[src/rtl/sst_seq_if.sv]
// Save-state bus plus save/restore byte streams.
// master: sequencer side; slave: mapper mux / stream endpoints.
interface sst_seq_if;
    logic       sst_act;
    logic [7:0] sst_addr;
    logic       sst_we_reg;
    logic [7:0] sst_dato;
    logic [7:0] sst_di;
    logic       s_valid;
    logic       s_ready;
    logic [7:0] s_data;
    logic       m_valid;
    logic       m_ready;
    logic [7:0] m_data;

    modport master (
        output sst_act, sst_addr, sst_we_reg, sst_dato,
        input  sst_di,
        input  s_valid, s_data,
        output s_ready,
        output m_valid, m_data,
        input  m_ready
    );

    modport slave (
        input  sst_act, sst_addr, sst_we_reg, sst_dato,
        output sst_di,
        output s_valid, s_data,
        input  s_ready,
        input  m_valid, m_data,
        output m_ready
    );
endinterface

[src/rtl/sst_seq.sv]
// Save-state initiator: walks mapper registers 0..REGS-1, streaming
// them out (save) or writing a byte stream back into them (restore).
// Ports: clk, rst (async, active-high); start/dir/abort command;
// map_idx for the restore index check; bus (sst_seq_if.master)
// carrying the register bus and both streams; busy/done/err status.
// Macro SST_SEQ_CRC_EN appends a CRC-8 (poly 0x07) byte to each stream.
module sst_seq #(
    parameter int REGS     = 128,
    parameter int RD_LAT   = 2,
    parameter int IDX_ADDR = 127
) (
    input  logic       clk,
    input  logic       rst,
    input  logic       start,
    input  logic       dir,
    input  logic       abort,
    input  logic [7:0] map_idx,
    sst_seq_if.master  bus,
    output logic       busy,
    output logic       done,
    output logic       err
);

    localparam logic [7:0] LAST = 8'(REGS - 1);
    localparam logic [7:0] IDX  = 8'(IDX_ADDR);
    localparam logic [2:0] W0   = 3'(RD_LAT - 1);

    typedef enum logic [3:0] {
        IDLE, S_ADDR, S_WAIT, S_OUT, R_IN, R_WR, FIN
`ifdef SST_SEQ_CRC_EN
        , S_CRC, R_CRC
`endif
    } state_t;

`ifdef SST_SEQ_CRC_EN
    localparam state_t S_LAST = S_CRC;
    localparam state_t R_LAST = R_CRC;

    function automatic logic [7:0] crc8(input logic [7:0] c,
                                        input logic [7:0] d);
        logic [7:0] r;
        r = c ^ d;
        for (int i = 0; i < 8; i++)
            r = r[7] ? ((r << 1) ^ 8'h07) : (r << 1);
        return r;
    endfunction

    logic [7:0] crc_q, crc_d;
`else
    localparam state_t S_LAST = FIN;
    localparam state_t R_LAST = FIN;
`endif

    state_t     state_q, state_n;
    logic [7:0] cnt_q, cnt_d;
    logic [2:0] w_q, w_d;
    logic       act_q, act_d;
    logic [7:0] addr_q, addr_d;
    logic       we_q, we_d;
    logic [7:0] dato_q, dato_d;
    logic       mvalid_q, mvalid_d;
    logic [7:0] mdata_q, mdata_d;
    logic       sready_q, sready_d;
    logic       busy_q, busy_d;
    logic       done_q, done_d;
    logic       err_q, err_d;

    logic m_xfer, s_xfer, last, abort_op, cmd_ok;

    assign m_xfer   = mvalid_q & bus.m_ready;
    assign s_xfer   = sready_q & bus.s_valid;
    assign last     = (cnt_q == LAST);
    // FIN is the closing cycle; abort only acts on a running transfer.
    assign cmd_ok   = (state_q == IDLE) || (state_q == FIN);
    assign abort_op = abort & ~cmd_ok;

    always_ff @(posedge clk or posedge rst) begin
        if (rst) state_q <= IDLE;
        else     state_q <= state_n;
    end

    always_comb begin
        state_n = state_q;
        if (abort_op) begin
            state_n = IDLE;
        end else begin
            unique case (state_q)
                IDLE, FIN: begin
                    state_n = IDLE;
                    if (start) state_n = dir ? R_IN : S_ADDR;
                end
                S_ADDR: state_n = S_WAIT;
                S_WAIT: if (w_q == 3'd0) state_n = S_OUT;
                S_OUT:  if (m_xfer) state_n = last ? S_LAST : S_ADDR;
                R_IN:   if (s_xfer) state_n = R_WR;
                R_WR:   state_n = last ? R_LAST : R_IN;
`ifdef SST_SEQ_CRC_EN
                S_CRC:  if (m_xfer) state_n = FIN;
                R_CRC:  if (s_xfer) state_n = FIN;
`endif
                default: state_n = IDLE;
            endcase
        end
    end

    always_comb begin
        cnt_d    = cnt_q;
        w_d      = w_q;
        act_d    = act_q;
        addr_d   = addr_q;
        we_d     = 1'b0;
        dato_d   = dato_q;
        mvalid_d = mvalid_q;
        mdata_d  = mdata_q;
        sready_d = sready_q;
        busy_d   = busy_q;
        done_d   = 1'b0;
        err_d    = err_q;
`ifdef SST_SEQ_CRC_EN
        crc_d    = crc_q;
`endif
        if (!abort_op) begin
            unique case (state_q)
                IDLE, FIN: begin
                    if (start) begin
                        busy_d   = 1'b1;
                        err_d    = 1'b0;
                        act_d    = 1'b1;
                        addr_d   = 8'd0;
                        cnt_d    = 8'd0;
                        sready_d = dir;
`ifdef SST_SEQ_CRC_EN
                        crc_d    = 8'd0;
`endif
                    end
                end
                S_ADDR: w_d = W0;
                S_WAIT: begin
                    if (w_q == 3'd0) begin
                        mdata_d  = bus.sst_di;
                        mvalid_d = 1'b1;
                    end else begin
                        w_d = w_q - 3'd1;
                    end
                end
                S_OUT: begin
                    if (m_xfer) begin
                        mvalid_d = 1'b0;
`ifdef SST_SEQ_CRC_EN
                        crc_d = crc8(crc_q, mdata_q);
`endif
                        if (!last) begin
                            cnt_d  = cnt_q + 8'd1;
                            addr_d = addr_q + 8'd1;
                        end
`ifdef SST_SEQ_CRC_EN
                        else begin
                            // Trailer goes out with the same handshake.
                            mdata_d  = crc8(crc_q, mdata_q);
                            mvalid_d = 1'b1;
                        end
`endif
                    end
                end
                R_IN: begin
                    if (s_xfer) begin
                        dato_d   = bus.s_data;
                        sready_d = 1'b0;
                        we_d     = 1'b1;
                        // Foreign index byte flags an error but is
                        // still written.
                        if (cnt_q == IDX && bus.s_data != map_idx)
                            err_d = 1'b1;
`ifdef SST_SEQ_CRC_EN
                        crc_d = crc8(crc_q, bus.s_data);
`endif
                    end
                end
                R_WR: begin
                    if (!last) begin
                        cnt_d    = cnt_q + 8'd1;
                        addr_d   = addr_q + 8'd1;
                        sready_d = 1'b1;
                    end
`ifdef SST_SEQ_CRC_EN
                    else begin
                        sready_d = 1'b1;
                    end
`endif
                end
`ifdef SST_SEQ_CRC_EN
                S_CRC: if (m_xfer) mvalid_d = 1'b0;
                R_CRC: begin
                    if (s_xfer) begin
                        sready_d = 1'b0;
                        if (bus.s_data != crc_q) err_d = 1'b1;
                    end
                end
`endif
                default: ;
            endcase
            if (state_n == FIN) begin
                act_d  = 1'b0;
                busy_d = 1'b0;
                done_d = 1'b1;
                addr_d = 8'd0;
                cnt_d  = 8'd0;
            end
        end else begin
            act_d    = 1'b0;
            we_d     = 1'b0;
            mvalid_d = 1'b0;
            sready_d = 1'b0;
            busy_d   = 1'b0;
            err_d    = 1'b1;
            done_d   = 1'b1;
            addr_d   = 8'd0;
            cnt_d    = 8'd0;
        end
    end

    always_ff @(posedge clk or posedge rst) begin
        if (rst) begin
            cnt_q    <= 8'd0;
            w_q      <= 3'd0;
            act_q    <= 1'b0;
            addr_q   <= 8'd0;
            we_q     <= 1'b0;
            dato_q   <= 8'd0;
            mvalid_q <= 1'b0;
            mdata_q  <= 8'd0;
            sready_q <= 1'b0;
            busy_q   <= 1'b0;
            done_q   <= 1'b0;
            err_q    <= 1'b0;
`ifdef SST_SEQ_CRC_EN
            crc_q    <= 8'd0;
`endif
        end else begin
            cnt_q    <= cnt_d;
            w_q      <= w_d;
            act_q    <= act_d;
            addr_q   <= addr_d;
            we_q     <= we_d;
            dato_q   <= dato_d;
            mvalid_q <= mvalid_d;
            mdata_q  <= mdata_d;
            sready_q <= sready_d;
            busy_q   <= busy_d;
            done_q   <= done_d;
            err_q    <= err_d;
`ifdef SST_SEQ_CRC_EN
            crc_q    <= crc_d;
`endif
        end
    end

    assign bus.sst_act    = act_q;
    assign bus.sst_addr   = addr_q;
    assign bus.sst_we_reg = we_q;
    assign bus.sst_dato   = dato_q;
    assign bus.m_valid    = mvalid_q;
    assign bus.m_data     = mdata_q;
    assign bus.s_ready    = sready_q;
    assign busy           = busy_q;
    assign done           = done_q;
    assign err            = err_q;

endmodule
[src/flat_wrapper.sv]
// flat-port wrapper written by rule: the top's interface ports become plain ports
module sst_seq_flat 
#(
    parameter int REGS     = 128,
    parameter int RD_LAT   = 2,
    parameter int IDX_ADDR = 127
)
  (clk, rst, start, dir, abort, map_idx, busy, done, err, bus_sst_act, bus_sst_addr, bus_sst_we_reg, bus_sst_dato, bus_sst_di, bus_s_valid, bus_s_data, bus_s_ready, bus_m_valid, bus_m_data, bus_m_ready);
  sst_seq_if bus_i ();
  input  logic clk;
  input  logic rst;
  input  logic start;
  input  logic dir;
  input  logic abort;
  input  logic [7:0] map_idx;
  output logic busy;
  output logic done;
  output logic err;
  output wire logic [$bits(bus_i.sst_act)-1:0] bus_sst_act;
  output wire logic [$bits(bus_i.sst_addr)-1:0] bus_sst_addr;
  output wire logic [$bits(bus_i.sst_we_reg)-1:0] bus_sst_we_reg;
  output wire logic [$bits(bus_i.sst_dato)-1:0] bus_sst_dato;
  input wire logic [$bits(bus_i.sst_di)-1:0] bus_sst_di;
  input wire logic [$bits(bus_i.s_valid)-1:0] bus_s_valid;
  input wire logic [$bits(bus_i.s_data)-1:0] bus_s_data;
  output wire logic [$bits(bus_i.s_ready)-1:0] bus_s_ready;
  output wire logic [$bits(bus_i.m_valid)-1:0] bus_m_valid;
  output wire logic [$bits(bus_i.m_data)-1:0] bus_m_data;
  input wire logic [$bits(bus_i.m_ready)-1:0] bus_m_ready;
  assign bus_sst_act = bus_i.sst_act;
  assign bus_sst_addr = bus_i.sst_addr;
  assign bus_sst_we_reg = bus_i.sst_we_reg;
  assign bus_sst_dato = bus_i.sst_dato;
  assign bus_i.sst_di = bus_sst_di;
  assign bus_i.s_valid = bus_s_valid;
  assign bus_i.s_data = bus_s_data;
  assign bus_s_ready = bus_i.s_ready;
  assign bus_m_valid = bus_i.m_valid;
  assign bus_m_data = bus_i.m_data;
  assign bus_i.m_ready = bus_m_ready;
  sst_seq #(.REGS(REGS), .RD_LAT(RD_LAT), .IDX_ADDR(IDX_ADDR)) u_core (.clk(clk), .rst(rst), .start(start), .dir(dir), .abort(abort), .map_idx(map_idx), .bus(bus_i), .busy(busy), .done(done), .err(err));
endmodule
[config.mk]
export PLATFORM = sky130hd
export DESIGN_NAME = sst_seq_flat
export DESIGN_NICKNAME = d
export VERILOG_FILES = /design/src/rtl/sst_seq_if.sv /design/src/rtl/sst_seq.sv /design/src/flat_wrapper.sv
export SDC_FILE = /design/constraint.sdc
export NUM_CORES = 1
export LEC_CHECK = 0
export BUFFER_PORTS_ARGS = -buffer_cell sky130_fd_sc_hd__buf_2
export CORE_MARGIN = 10
export CORE_UTILIZATION = 30
export CTS_CLUSTER_DIAMETER = 30
export CTS_CLUSTER_SIZE = 8
export DETAILED_ROUTE_END_ITERATION = 8
export SETUP_SLACK_MARGIN = 0.1
export SLEW_MARGIN = 0
export SYNTH_ARGS = -nofsm -noshare
export SYNTH_HDL_FRONTEND = slang
export SYNTH_SLANG_ARGS = --single-unit
export TNS_END_PERCENT = 50
[constraint.sdc]
create_clock -name clk -period 1.8 [get_ports clk]
set_clock_uncertainty 0.1 [all_clocks]
set_input_delay 0.36 -clock clk [delete_from_list [all_inputs] [get_ports clk]]
set_output_delay 0.36 -clock clk [all_outputs]
set_load 0.01 [all_outputs]
After elaboration in Yosys (flattened, before gate mapping) --
Cells that the tools add are included.
Operators by class: add/sub/neg operators 3, eq/ne operators 18, muxes and demuxes 45, bitwise operators 5, reduce and logical (&&, ||, !) cells 20
Operators with widths (count):
- 8-bit two-way mux | 9
- 8-bit case mux with 3 select lines | 2
- 4-bit case mux with 6 select lines | 1
- 1-bit two-way mux | 20
- 4-bit two-way mux | 5
- 8-bit by 1-bit adder with 8-bit output, second input constant | 2
- 4-bit by 3-bit equality test with 1-bit output, second input constant | 4
- 3-bit AND reduction | 5
- 3-bit by 1-bit != test with 1-bit output, second input constant | 4
- 3-bit nonzero test | 4
- 3-bit two-way mux | 3
- 4-bit by 2-bit equality test with 1-bit output, second input constant | 2
- 8-bit by 7-bit equality test with 1-bit output, second input constant | 1
- 8-bit != test | 1
- 4-bit AND reduction | 2
- 3-bit case mux with 2 select lines | 1
- 5-bit nonzero test | 1
- 4-bit by 1-bit equality test with 1-bit output, second input constant | 1
- 4-bit logical NOT | 1
- 4-bit by 1-bit != test with 1-bit output, second input constant | 1
- 4-bit by 2-bit != test with 1-bit output, second input constant | 1
- 1-bit case mux with 2 select lines | 2
- 4-bit nonzero test | 1
- 1-bit AND | 3
- 13 further kinds | 14
Word-level totals: register bits after elaboration 45, input port bits 31, output and inout port bits 31, word-level logic and storage cells 103

Logic depth before layout (Yosys ltp) --
depth in word-level cells 8, depth in mapped cells 7, gate-level depth less buffers 6

Least setup slack after synthesis --
No wires, ideal clock.
kind reg-to-reg, start point reg u_core.state_q[0], end point reg u_core.addr_q[1], in the netlist u_core.bus.sst_addr[1], library setup time 0.087 ns, data arrival time 1.768 ns, required time 1.613 ns, setup slack -0.155 ns, stages on the path, launching flop included 7, buffers on the path 2, clock period less this slack 1.955 ns, cells stage by stage dfrtp_1 -> buf_4 -> nand3b_1 -> a31o_1 -> buf_6 -> or4_1 -> a211oi_2
On the way: cells in the longest elaborated chain, start to end 8, elaborated cells between the ends (all ways) 24, those cells by class 9 x eq/ne; 8 x mux; 2 x bitwise; 5 x reduce/logical
Ends and longest elaborated chain:
- start: declaration | RTL line sst_seq.sv:54 | state_t state_q, state_n;
- start signal: assignment | RTL line sst_seq.sv:79 | else state_q <= state_n;
- branches (longest 8 deep; another with 4-bit case mux with 6 select lines)
- end signal: assignment | RTL line sst_seq.sv:243 | addr_q <= addr_d;
- end: declaration | RTL line sst_seq.sv:58 | logic [7:0] addr_q, addr_d;
Parallel ways; which one is timed is not known. A chain may end at the register's enable or synchronous reset.

Worst setup path after layout --
start point reg u_core.state_q[0], end point reg u_core.cnt_q[7]
On the way: cells in the longest elaborated chain, start to end 8, elaborated cells between the ends (all ways) 24, those cells by class 9 x eq/ne; 8 x mux; 2 x bitwise; 5 x reduce/logical
Ends and longest elaborated chain:
- branches (longest 8 deep; another with 4-bit case mux with 6 select lines)
- end signal: assignment | RTL line sst_seq.sv:240 | cnt_q <= cnt_d;
- end: declaration | RTL line sst_seq.sv:55 | logic [7:0] cnt_q, cnt_d;
Parallel ways; which one is timed is not known.

==> impl_metrics.yaml <==
outcome:
  outcome: "complete, but fails checks"
  violations: "negative setup slack"
floorplanning:
  core_sq_um: 8763
  die_w_microns: 115
  num_rows: 34
  die_area_sq_um: 13230
  fp.dieH_microns: 115
  io_pins: 62
  start_util_pct: 30.90
timing:
  timing_max_transition_violations_final: 0
  fmax_ghz: 0.5151
  slew_headroom_pct: 60.05
  setup_viol: 36
  period_minus_slack_ns: 1.941
  worst_slew_pin_slew_ns: 0.5937
  fin_crit_sh_pct: 107.9
  hold_violations: 0
  grt_setup_unrepaired: "yes"
  fin_ws_ns: -0.1414
yosys:
  yosys_most_used_dff: "dfrtp_1"
  netlist_area_sq_um: 2708
  synth-seq-cells: 45
  syn_nets: 305
  synth_top_area_share_pct: 41.59
  synth_largest_area_cell: "dfrtp_1"
  synth_warnings: 0
  synth_area_leaders: "dfrtp_1, mux2_2, a2111oi_0"
  async_flop_share_pct: 100.0
  seq_area_frac_synth_pct: 41.59
  synth_edf_count: 0
  avgSynthCellArea_sq_um: 10.03
  synth_cell_types: 57
  postSynthCellCount: 270
grt:
  gr-total-overflow: 0
  grt_start_max_net_pins: 22
  antenna_found_initial: 0
  grt_pass1_vias: 2750
  track_usage_pct: 12.40
  grt_pass1_wl_mm: 13.51
pwr:
  intPower_mw: 1.761
  clockPowerShare_pct: 33.8
  switching_share_pct: 28.68
  p_switching_uw: 708.3
  seqPwrFrac_pct: 44.4
  combPwrFrac_pct: 21.9
  leakage_nw: 1.884
  powerDensity_nw_per_um2: 583.1
  peakVddDrop_mv: 0.3509
detailed_routing:
  via_per_inst: 5.295
  wl_per_cell_microns: 16.81
  route.antenna.remaining_nets: 0
  routed_wl_mm: 8.554
  num_vias: 2695
  first_iter_violations: 134
  first_pass_iters: 4
  drc: 0
setup_path:
  ff2ff_path_depth: 6
  worst_setup_path_start_kind: "flip-flop"
  worstReg2RegStart: "u_core.state_q[0]$_DFF_PP0_"
  worstPathMaxFanout: 18
  crit_start: "u_core.state_q[0]$_DFF_PP0_"
  crit_path_end_kind: "flip-flop"
  arrival_ns: 2.02
  path_class: "flip-flop to flip-flop"
  worst_ep_required_time_ns: 1.88
clocking:
  clk_latency_ns: 0.31
  clock_sinks: 45
  clk_path_buf_depth: 2
  cts_buffers: 5
  path_clk_slew_ns: 0.10
  root_buffer: "clkbuf_8"
  htree_levels: 2
  cts_tree: "yes"
final_layout:
  stdcell_count: 509
  area_growth_pct: 56.42
  num_antenna_cells: 0
  nets: 435
  filler_cell_count: 813
  mostFrequentLayoutCell: "buf_4"
  drive_gt1_share_pct: 54.11
  multi_input_area_sq_um: 1770
  final_cell_mix: "buf_4, buf_2, dfrtp_1"
  register_area_sq_um: 1130
placed_design:
  place_ws_ns: -0.3057
  port_buffers: 61
  place_congestion: 0.8726
  hpwl_mm: 6.200
  placed_cells: 492
hold_path:
  holdPathStages: 2
  worstHoldStart: "bus_sst_di[4]"
  hp-class: "primary input to flip-flop"
job:
  cap_violations: 0
-- through the flow --
stage                     utilization, %  setup TNS (ns)  cell area, sq um  power [mW]  hold WS, ns
after floorplan                        -       -0.003326              2978       1.383       0.3561
after global placement             44.20          -4.207              3874       1.609       0.2471
after detailed placement           44.20          -4.677              3874       1.619       0.2485
after CTS                          47.02          -2.884              4120       2.483       0.1671
after global routing               48.33          -5.824              4235       2.587       0.1679
final                              48.33          -3.624              4235       2.470       0.1819
-- routing by layer --
layer	share of wire (%)	GRT usage, %	vias up
li1	-	-	1302
met1	45	15.46	1315
met2	48	20.61	69
met3	5.4	2.708	9
met4	1.7	4.373	0
met5	0	0	-
-- power by group through the flow --
stage | logic (mW) | registers (mW) | clock network [mW]
after floorplan | 0.248 | 1.13 | 0
after global placement | 0.493 | 1.12 | 0
after detailed placement | 0.502 | 1.12 | 0
after CTS | 0.523 | 1.10 | 0.862
after global routing | 0.584 | 1.10 | 0.899
final | 0.540 | 1.10 | 0.834
-- cell usage after synthesis, types with 8 or more instances --
library cell and n:
o21ai_0 8, a211oi_1 8, dfrtp_1 45, nand2_1 11
mux2_2 16, nand3_1 8, nor2_1 10, a2111oi_0 11
xor2_1 9, a21oi_1 11, buf_2 8, inv_1 11
-- what timing repair did --
action / in CTS / in global routing
buffers inserted: 5 / 2
endpoints found under the setup margin: 41 / 41
gates resized for setup: 22 / 22
hold buffers: 1 / 0
pin swaps: 9 / 4
endpoints found under the hold margin: 13 / 0
gates cloned: 1 / 0
-- kinds of logic after synthesis --
logic type | after synthesis | synth area share, %
simple gates | 87 | 19.41
buf+inv | 30 | 5.360
xor+xnor | 10 | 3.235
compound gates | 76 | 21.40
fa+ha+maj | 5 | 2.218
flops | 45 | 41.59
other cells | 1 | 0.1385
mux | 16 | 6.654
-- final timing paths --
path                                                      end  slack (ns)
setup / recovery                  u_core.cnt_q[7]$_DFFE_PP0P_       -0.14
hold / removal               u_core.bus.m_data[4]$_DFFE_PP0P_        0.18
setup reg to reg                  u_core.cnt_q[7]$_DFFE_PP0P_       -0.14
hold reg to reg              u_core.bus.m_data[7]$_DFFE_PP0P_        0.41
max in group asynchronous         u_core.state_q[1]$_DFF_PP0_        0.66
min in group asynchronous  u_core.bus.sst_addr[0]$_DFFE_PP0P_        0.45
-- layout make-up --
class                   instances  share of cell area (%)
clock buffers                   5                   1.625
clock inverters                 3                   1.182
inverters                      11                  0.9749
multi-input cells             195                   41.80
flip-flops and latches         45                   26.68
well taps                     108                   3.191
repair buffers                142                   24.55
-- critical path, stage by stage, from the launching register on --
cell and delay (ns):
dfrtp_2 0.48, buf_6 0.15, nand3b_1 0.16, maj3_2 0.36, a211oi_4 0.28, buf_12 0.20, a211oi_1 0.07
Power figures use the tool's default switching activity.
